## config.mk

```make
export PLATFORM = sky130hd
export DESIGN_NAME = axi_wresp_tracker
export DESIGN_NICKNAME = d
export VERILOG_FILES = /design/src/rtl/axi_bridge_pkg.sv /design/src/rtl/axi_wresp_id_table.sv /design/src/rtl/axi_wresp_tracker.sv
export SDC_FILE = /design/constraint.sdc
export NUM_CORES = 1
export LEC_CHECK = 0
export ABC_AREA = 1
export BUFFER_PORTS_ARGS = -buffer_cell sky130_fd_sc_hd__buf_2
export CAP_MARGIN = 20
export CELL_PAD_IN_SITES_DETAIL_PLACEMENT = 0
export CELL_PAD_IN_SITES_GLOBAL_PLACEMENT = 1
export CORE_MARGIN = 2
export CORE_UTILIZATION = 44
export CTS_CLUSTER_DIAMETER = 60
export DETAILED_ROUTE_END_ITERATION = 7
export PLACE_DENSITY = 0.89
export REMOVE_ABC_BUFFERS = 1
export SLEW_MARGIN = 10
export SYNTH_ARGS = -nofsm -noshare
export SYNTH_HDL_FRONTEND = slang
export SYNTH_SLANG_ARGS = --single-unit
export TNS_END_PERCENT = 50
```

## constraint.sdc

```tcl
create_clock -name clk -period 2.8 [get_ports clk]
set_input_delay 0.28 -clock clk [delete_from_list [all_inputs] [get_ports clk]]
set_output_delay 0.28 -clock clk [all_outputs]
set_load 0.02 [all_outputs]
```

## src/rtl/axi_bridge_pkg.sv

```systemverilog
// Shared constants for the AXI bridge: response codes, default ID width and
// the bit positions of the write-response tracker's sticky error vector.
package axi_bridge_pkg;

  localparam int unsigned DEFAULT_ID_W = 6;

  localparam logic RESP_OKAY   = 1'b0;
  localparam logic RESP_SLVERR = 1'b1;

  localparam int unsigned ERR_W     = 3;
  localparam int unsigned ERR_UNEXP = 0;
  localparam int unsigned ERR_TMO   = 1;
  localparam int unsigned ERR_OVF   = 2;

endpackage

```

## src/rtl/axi_wresp_id_table.sv

```systemverilog
// Outstanding-write ID table: ENTRIES slots of {valid, id, cnt}.
// Ports:
//   clk, reset      clock, async active-low reset
//   aw_fire, aw_id  write issued upstream this cycle
//   aw_stall_c      aw_id cannot be accepted (slot full or table full)
//   aw_accept_c     aw_fire qualified by !aw_stall_c
//   b_fire, b_id    B handshake this cycle and its ID
//   b_hit_c         b_id matches a valid slot
module axi_wresp_id_table #(
  parameter int unsigned ID_W    = 6,
  parameter int unsigned ENTRIES = 4,
  parameter int unsigned CNT_W   = 4
) (
  input  logic            clk,
  input  logic            reset,
  input  logic            aw_fire,
  input  logic [ID_W-1:0] aw_id,
  output logic            aw_stall_c,
  output logic            aw_accept_c,
  input  logic            b_fire,
  input  logic [ID_W-1:0] b_id,
  output logic            b_hit_c
);

  localparam int unsigned IDX_W = (ENTRIES > 1) ? $clog2(ENTRIES) : 1;
  localparam logic [CNT_W-1:0] CNT_MAX = '1;

  logic [ENTRIES-1:0] valid_q, valid_d;
  logic [ID_W-1:0]    id_q  [ENTRIES];
  logic [ID_W-1:0]    id_d  [ENTRIES];
  logic [CNT_W-1:0]   cnt_q [ENTRIES];
  logic [CNT_W-1:0]   cnt_d [ENTRIES];

  logic             aw_hit, aw_full, b_hit, free_any;
  logic [IDX_W-1:0] aw_idx, b_idx, free_idx;
  logic [ENTRIES-1:0] slot_inc, slot_dec;

  // Match and free-slot priority encoders; descending scan so the lowest index wins.
  always_comb begin
    aw_hit   = 1'b0;
    aw_full  = 1'b0;
    aw_idx   = '0;
    b_hit    = 1'b0;
    b_idx    = '0;
    free_any = 1'b0;
    free_idx = '0;
    for (int i = int'(ENTRIES) - 1; i >= 0; i--) begin
      if (valid_q[i] && (id_q[i] == aw_id)) begin
        aw_hit  = 1'b1;
        aw_full = (cnt_q[i] == CNT_MAX);
        aw_idx  = IDX_W'(i);
      end
      if (valid_q[i] && (id_q[i] == b_id)) begin
        b_hit = 1'b1;
        b_idx = IDX_W'(i);
      end
      if (!valid_q[i]) begin
        free_any = 1'b1;
        free_idx = IDX_W'(i);
      end
    end
  end

  assign aw_stall_c  = aw_hit ? aw_full : !free_any;
  assign aw_accept_c = aw_fire && !aw_stall_c;
  assign b_hit_c     = b_hit;

  // Per-slot increment (match or allocation) and decrement (matched retire).
  always_comb begin
    slot_inc = '0;
    slot_dec = '0;
    for (int i = 0; i < int'(ENTRIES); i++) begin
      slot_inc[i] = aw_accept_c &&
                    (aw_hit ? (aw_idx == IDX_W'(i)) : (free_idx == IDX_W'(i)));
      slot_dec[i] = b_fire && b_hit && (b_idx == IDX_W'(i));
    end
  end

  // Slot update; simultaneous inc and dec on one slot cancel, keeping it valid.
  // Free slots always hold cnt==0, so allocation is a plain increment.
  always_comb begin
    valid_d = valid_q;
    id_d    = id_q;
    cnt_d   = cnt_q;
    for (int i = 0; i < int'(ENTRIES); i++) begin
      if (slot_inc[i] && !slot_dec[i]) begin
        valid_d[i] = 1'b1;
        id_d[i]    = aw_id;
        cnt_d[i]   = cnt_q[i] + CNT_W'(1);
      end else if (slot_dec[i] && !slot_inc[i]) begin
        cnt_d[i] = cnt_q[i] - CNT_W'(1);
        if (cnt_q[i] == CNT_W'(1)) begin
          valid_d[i] = 1'b0;
        end
      end
    end
  end

  // Table state register.
  always_ff @(posedge clk or negedge reset) begin
    if (!reset) begin
      valid_q <= '0;
      for (int i = 0; i < int'(ENTRIES); i++) begin
        id_q[i]  <= '0;
        cnt_q[i] <= '0;
      end
    end else begin
      valid_q <= valid_d;
      id_q    <= id_d;
      cnt_q   <= cnt_d;
    end
  end

endmodule

```

## src/rtl/axi_wresp_tracker.sv

```systemverilog
// Master-side AXI write-response tracker: records AW IDs, retires them on B,
// forwards completions through a registered port and flags sticky errors.
// Ports:
//   clk, reset                       clock, async active-low reset
//   aw_fire, aw_id, aw_stall         AW issue and back-pressure (aw_stall comb)
//   BID, BRESP, BVALID, BREADY       B channel (BREADY comb from cmpl_ready)
//   cmpl_valid/id/resp, cmpl_ready   registered completion port
//   outstanding                      total writes in flight
//   err, err_clr                     sticky {overflow, timeout, unexpected BID}
module axi_wresp_tracker
  import axi_bridge_pkg::*;
#(
  parameter int unsigned ID_W        = DEFAULT_ID_W,
  parameter int unsigned ENTRIES     = 4,
  parameter int unsigned CNT_W       = 4,
  parameter int unsigned TIMEOUT_CYC = 1024
) (
  input  logic                              clk,
  input  logic                              reset,
  input  logic                              aw_fire,
  input  logic [ID_W-1:0]                   aw_id,
  output logic                              aw_stall,
  input  logic [ID_W-1:0]                   BID,
  input  logic                              BRESP,
  input  logic                              BVALID,
  output logic                              BREADY,
  output logic                              cmpl_valid,
  output logic [ID_W-1:0]                   cmpl_id,
  output logic                              cmpl_resp,
  input  logic                              cmpl_ready,
  output logic [CNT_W+$clog2(ENTRIES)-1:0]  outstanding,
  output logic [2:0]                        err,
  input  logic                              err_clr
);

  localparam int unsigned OUT_W = CNT_W + $clog2(ENTRIES);
  localparam int unsigned TMO_W = $clog2(TIMEOUT_CYC);
  localparam logic [TMO_W-1:0] TMO_MAX = TMO_W'(TIMEOUT_CYC - 1);

  logic             cmpl_valid_q, cmpl_valid_d;
  logic [ID_W-1:0]  cmpl_id_q, cmpl_id_d;
  logic             cmpl_resp_q, cmpl_resp_d;
  logic [OUT_W-1:0] outstanding_q, outstanding_d;
  logic [TMO_W-1:0] tmo_q, tmo_d;
  logic [ERR_W-1:0] err_q, err_d;

  logic b_fire_c, b_hit_c, aw_stall_c, aw_accept_c, b_retire_c;

  assign BREADY     = !cmpl_valid_q || cmpl_ready;
  assign b_fire_c   = BVALID && BREADY;
  assign b_retire_c = b_fire_c && b_hit_c;

  axi_wresp_id_table #(
    .ID_W    (ID_W),
    .ENTRIES (ENTRIES),
    .CNT_W   (CNT_W)
  ) u_id_table (
    .clk         (clk),
    .reset       (reset),
    .aw_fire     (aw_fire),
    .aw_id       (aw_id),
    .aw_stall_c  (aw_stall_c),
    .aw_accept_c (aw_accept_c),
    .b_fire      (b_fire_c),
    .b_id        (BID),
    .b_hit_c     (b_hit_c)
  );

  assign aw_stall = aw_stall_c;

  // Completion register, in-flight counter, progress timer and sticky errors.
  always_comb begin
    cmpl_valid_d  = cmpl_valid_q;
    cmpl_id_d     = cmpl_id_q;
    cmpl_resp_d   = cmpl_resp_q;
    outstanding_d = outstanding_q;
    tmo_d         = tmo_q;
    err_d         = err_clr ? '0 : err_q;

    // A retire in the same cycle as a consume reloads back-to-back.
    if (b_retire_c) begin
      cmpl_valid_d = 1'b1;
      cmpl_id_d    = BID;
      cmpl_resp_d  = BRESP;
    end else if (cmpl_ready) begin
      cmpl_valid_d = 1'b0;
    end

    case ({aw_accept_c, b_retire_c})
      2'b10:   outstanding_d = outstanding_q + OUT_W'(1);
      2'b01:   outstanding_d = outstanding_q - OUT_W'(1);
      default: outstanding_d = outstanding_q;
    endcase

    // Counts cycles of no B progress while writes are in flight; saturates.
    if (b_fire_c || (outstanding_q == '0)) begin
      tmo_d = '0;
    end else if (tmo_q != TMO_MAX) begin
      tmo_d = tmo_q + TMO_W'(1);
    end

    if (b_fire_c && !b_hit_c) err_d[ERR_UNEXP] = 1'b1;
    if ((tmo_q != TMO_MAX) && (tmo_d == TMO_MAX)) err_d[ERR_TMO] = 1'b1;
    if (aw_fire && aw_stall_c) err_d[ERR_OVF] = 1'b1;
  end

  always_ff @(posedge clk or negedge reset) begin
    if (!reset) begin
      cmpl_valid_q  <= 1'b0;
      cmpl_id_q     <= '0;
      cmpl_resp_q   <= RESP_OKAY;
      outstanding_q <= '0;
      tmo_q         <= '0;
      err_q         <= '0;
    end else begin
      cmpl_valid_q  <= cmpl_valid_d;
      cmpl_id_q     <= cmpl_id_d;
      cmpl_resp_q   <= cmpl_resp_d;
      outstanding_q <= outstanding_d;
      tmo_q         <= tmo_d;
      err_q         <= err_d;
    end
  end

  assign cmpl_valid  = cmpl_valid_q;
  assign cmpl_id     = cmpl_id_q;
  assign cmpl_resp   = cmpl_resp_q;
  assign outstanding = outstanding_q;
  assign err         = err_q;

endmodule

```

==> key figures <==
Timing
  – Setup TNS: 0 ns
  – Tcrit/Tclk final: 96.2%
  – Highest Clock Rate: 0.371 GHz
  – Final Hold Vio Count: 0
  – Final setup fails: 0
  – Clock skew: 0.0126 ns
  – Min cycle time layout: 2.69 ns
  – Max Slew Vio Count: 0
  – Tightest Pin Transition: 0.487 ns
  – Relative slew slack: 67.6%

Synth
  – Mapped cell area: 4700 um2
  – Post-Synth XOR/XNOR Area: 4.10%
  – Synth warn: 0
  – Area contributors post-synth: dfrtp_1, nand2_1, inv_1
  – Register bit total from synthesis: 71
  – Asr flop ratio synth: 100%
  – Adder-cell share of the synthesized area: under 10%
  – Register area share after synthesis: 37.8%
  – Post-synthesis cell count: 661
  – EDFF count, synth: 0
  – Distinct cells, synth: 37
  – Compound-Gate Fraction of Synth Area: a little under an eighth
  – Cell taking the most area after synthesis: dfrtp_1
  – Largest family of logic cells by synthesized area: simple AND/OR/NAND/NOR gates
  – Syn Area/Cell: 7.10 um2
  – Yosys top cell area share: between 30 and 40%
  – Post-synthesis mux area share: 0%
  – Synthesized-area fraction occupied by and/or/nand/nor cells: 29.7%
  – Synth Flop Type: dfrtp_1

Global route
  – Gr ovfl total: 0
  – GRT met2 Usage: 35.2%
  – Top Usage Layer GRT: met2
  – GR Util met1: 30.0%
  – Wire length of the first global-routing pass: 19.9 mm
  – Met3 track utilization from global routing: 4.06%
  – Largest net degree at the start of global routing: 33
  – Vias in the first global route: between 4k and 5k
  – All-Layer GR Usage: between 20% and 30%
  – Initial antenna violation count: 0

CTS
  – Worst skew pair latency: about 0.36 ns
  – TritonCTS buffer count: 9
  – Num Clock Sinks: approximately 70
  – Clk pin slew, worst setup/hold paths: around 0.090 ns
  – CTS tree: yes
  – CTS Buffer Depth: 2
  – Root buffer cell: clkbuf_8
  – H-tree levels: 3

Drt
  – Wire per inst: 13.8 um
  – DRC violations left: 0
  – DR iter-0 viols: 333
  – First-pass DRT Iterations: 5
  – Via count: 4364
  – Antenna viol nets, final: 0
  – Drt via density: 5.06
  – Final wirelength: 11.9 mm

Finish
  – Post-route cell area: 5520 um2
  – Area growth syn-to-layout: 17.6%
  – Commonest non-fill, non-tap cells in the layout: nand2_1, inv_1, dfrtp_1
  – Reg area: 1780 um2
  – # fillers: roughly 1.0k
  – Most common cell after layout, fill and taps aside: nand2_1
  – Ant diodes: 0
  – Share of cells above drive strength 1: 20.9%
  – Fin util: a little over half
  – Multi-input logic area: 2580 um2
  – Final nets: 764

Floorplanning
  – Total I/O pin count: 38
  – Core area: 10300 um2
  – Rows: 37
  – Effective utilization at floorplan: 45.5%
  – Chip width: 107 um
  – Die Y: 107 um
  – Die Area: 11500 um2

Worst setup path
  – Reg2Reg Capture Point: outstanding[4]
  – CP max FO: 4
  – R2r startpoint: u_id_table.id_q[3]
  – CP Capture Type: flip-flop
  – Kind of critical path: reg2reg
  – Crit. Startpoint: u_id_table.id_q[3]
  – Nature of the critical path startpoint: flip-flop
  – Reg2Reg Setup Slack: 0.11 ns
  – Worst Reg-to-Reg Cells: 17
  – CP Capture Point: outstanding[4]
  – Critical Path RT: 3.08 ns
  – Crit path arrival time: 2.97 ns

Place
  – Input/output buffers: 37
  – Placed Area: approximately 5100 um2
  – Final HPWL from detailed placement: 8.96 mm
  – Routability Congestion: around 0.93

Flow run
  – Max-cap violation count: 0

Worst hold path
  – Worst Hold Class: in2reg

Outcome
  – Outcome: completed

Power and ir drop
  – Cell Pwr Density: 978 nW/um2
  – Leakage: 2.85 nW
  – Design Power: 0.00540 W
  – IR drop worst, VDD: 0.540 mV
-- through the flow --
| step | hold slack (ns) | setup WS [ns] | std cells |
|---|---|---|---|
| 2_1_floorplan | -0.0156 | 0.225 | 646 |
| 3_3_place_gp | 0.270 | 0.0281 | 838 |
| 3_5_place_dp | 0.267 | -0.0516 | 838 |
| 4_1_cts | 0.116 | 0.0153 | 855 |
| 5_1_grt | 0.120 | -0.0408 | 863 |
| 6_report | 0.123 | 0.106 | 863 |
-- power breakdown --
| group | internal (W) | switching [W] |
|---|---|---|
| registers | 0.00147 | 0.000426 |
| clock network | 0.000331 | 0.000458 |
| logic | 0.00107 | 0.00165 |
| total | 0.00287 | 0.00253 |
-- Yosys cell counts, types with 2 or more instances --
cell type  count
nand2_1      202
inv_1        102
dfrtp_1       71
o21ai_0       58
nor2_1        40
nand3_1       36
ha_1          22
a21oi_1       21
xor2_1        15
nor3_1         9
clkbuf_1       8
inv_2          8
nand4_1        7
o22ai_1        7
xnor2_1        7
nor2_2         6
buf_4          5
a31oi_1        4
o31ai_1        4
nand2_2        3
nand2_4        3
o21ai_1        3
or2_2          3
nand3_2        2
nor2_4         2
o211ai_1       2
-- area by class of cell --
class	count	area share [%]
tap	136	3.08
multi-input combinational	465	46.8
timing repair buffer	65	7.21
clock inverter	7	0.997
sequential	71	32.2
inverter	110	7.48
clock buffer	9	2.24
-- logic make-up (layout without fill, tap and decap cells) --
logic type	after synthesis	after routing
buffers and inverters	125	191
and+or+nand+nor	319	319
adders and majority gates	23	23
AOI/OAI and AO/OA	101	101
xor gates and xnor gates	22	22
DFF	71	71
-- flip-flops by register name, indices dropped and copies added (netlist names) --
signal,flops
cmpl_id,6
cmpl_resp,1
cmpl_valid,1
err,3
outstanding,6
tmo_q,10
u_id_table.cnt_q,16
u_id_table.id_q,24
u_id_table.valid_q,4
-- repair_timing --
item                       4_1_cts  5_1_grt
gates resized for setup          0       47
hold buffers                     1        0
buffers inserted                 0        8
setup endpoints to repair        0        8
hold endpoints to repair        19        0
-- metal layers --
metal,vias up,part of all wire (%)
li1,2209,-
met1,2030,48
met2,104,46
met3,21,4.6
met4,0,2.0
met5,-,0
-- worst min-delay path by stage --
stage	depth (start not counted)	from	endpoint	slack, ns
CTS	3	BRESP	cmpl_resp	0.12
finish	3	BRESP	cmpl_resp	0.12
detailed placement	1	reset	u_id_table.cnt_q[0]	0.27
global placement	1	reset	u_id_table.cnt_q[3]	0.27
floorplan	0	reset	cmpl_id[0]	-0.02
global route	3	BRESP	cmpl_resp	0.12
-- critical path, stage by stage (launching register included) --
cell,delay (ns)
dfrtp_1,0.44
buf_4,0.16
inv_1,0.06
o22ai_1,0.08
nor2_1,0.11
nand2_1,0.10
o21ai_2,0.23
nand2_2,0.10
nand2_4,0.09
ha_4,0.17
inv_2,0.05
fa_2,0.35
inv_2,0.07
nand2_2,0.06
nand2_2,0.08
a21oi_2,0.07
or2_4,0.22
a31oi_1,0.16
Power figures use the tool's default switching activity.
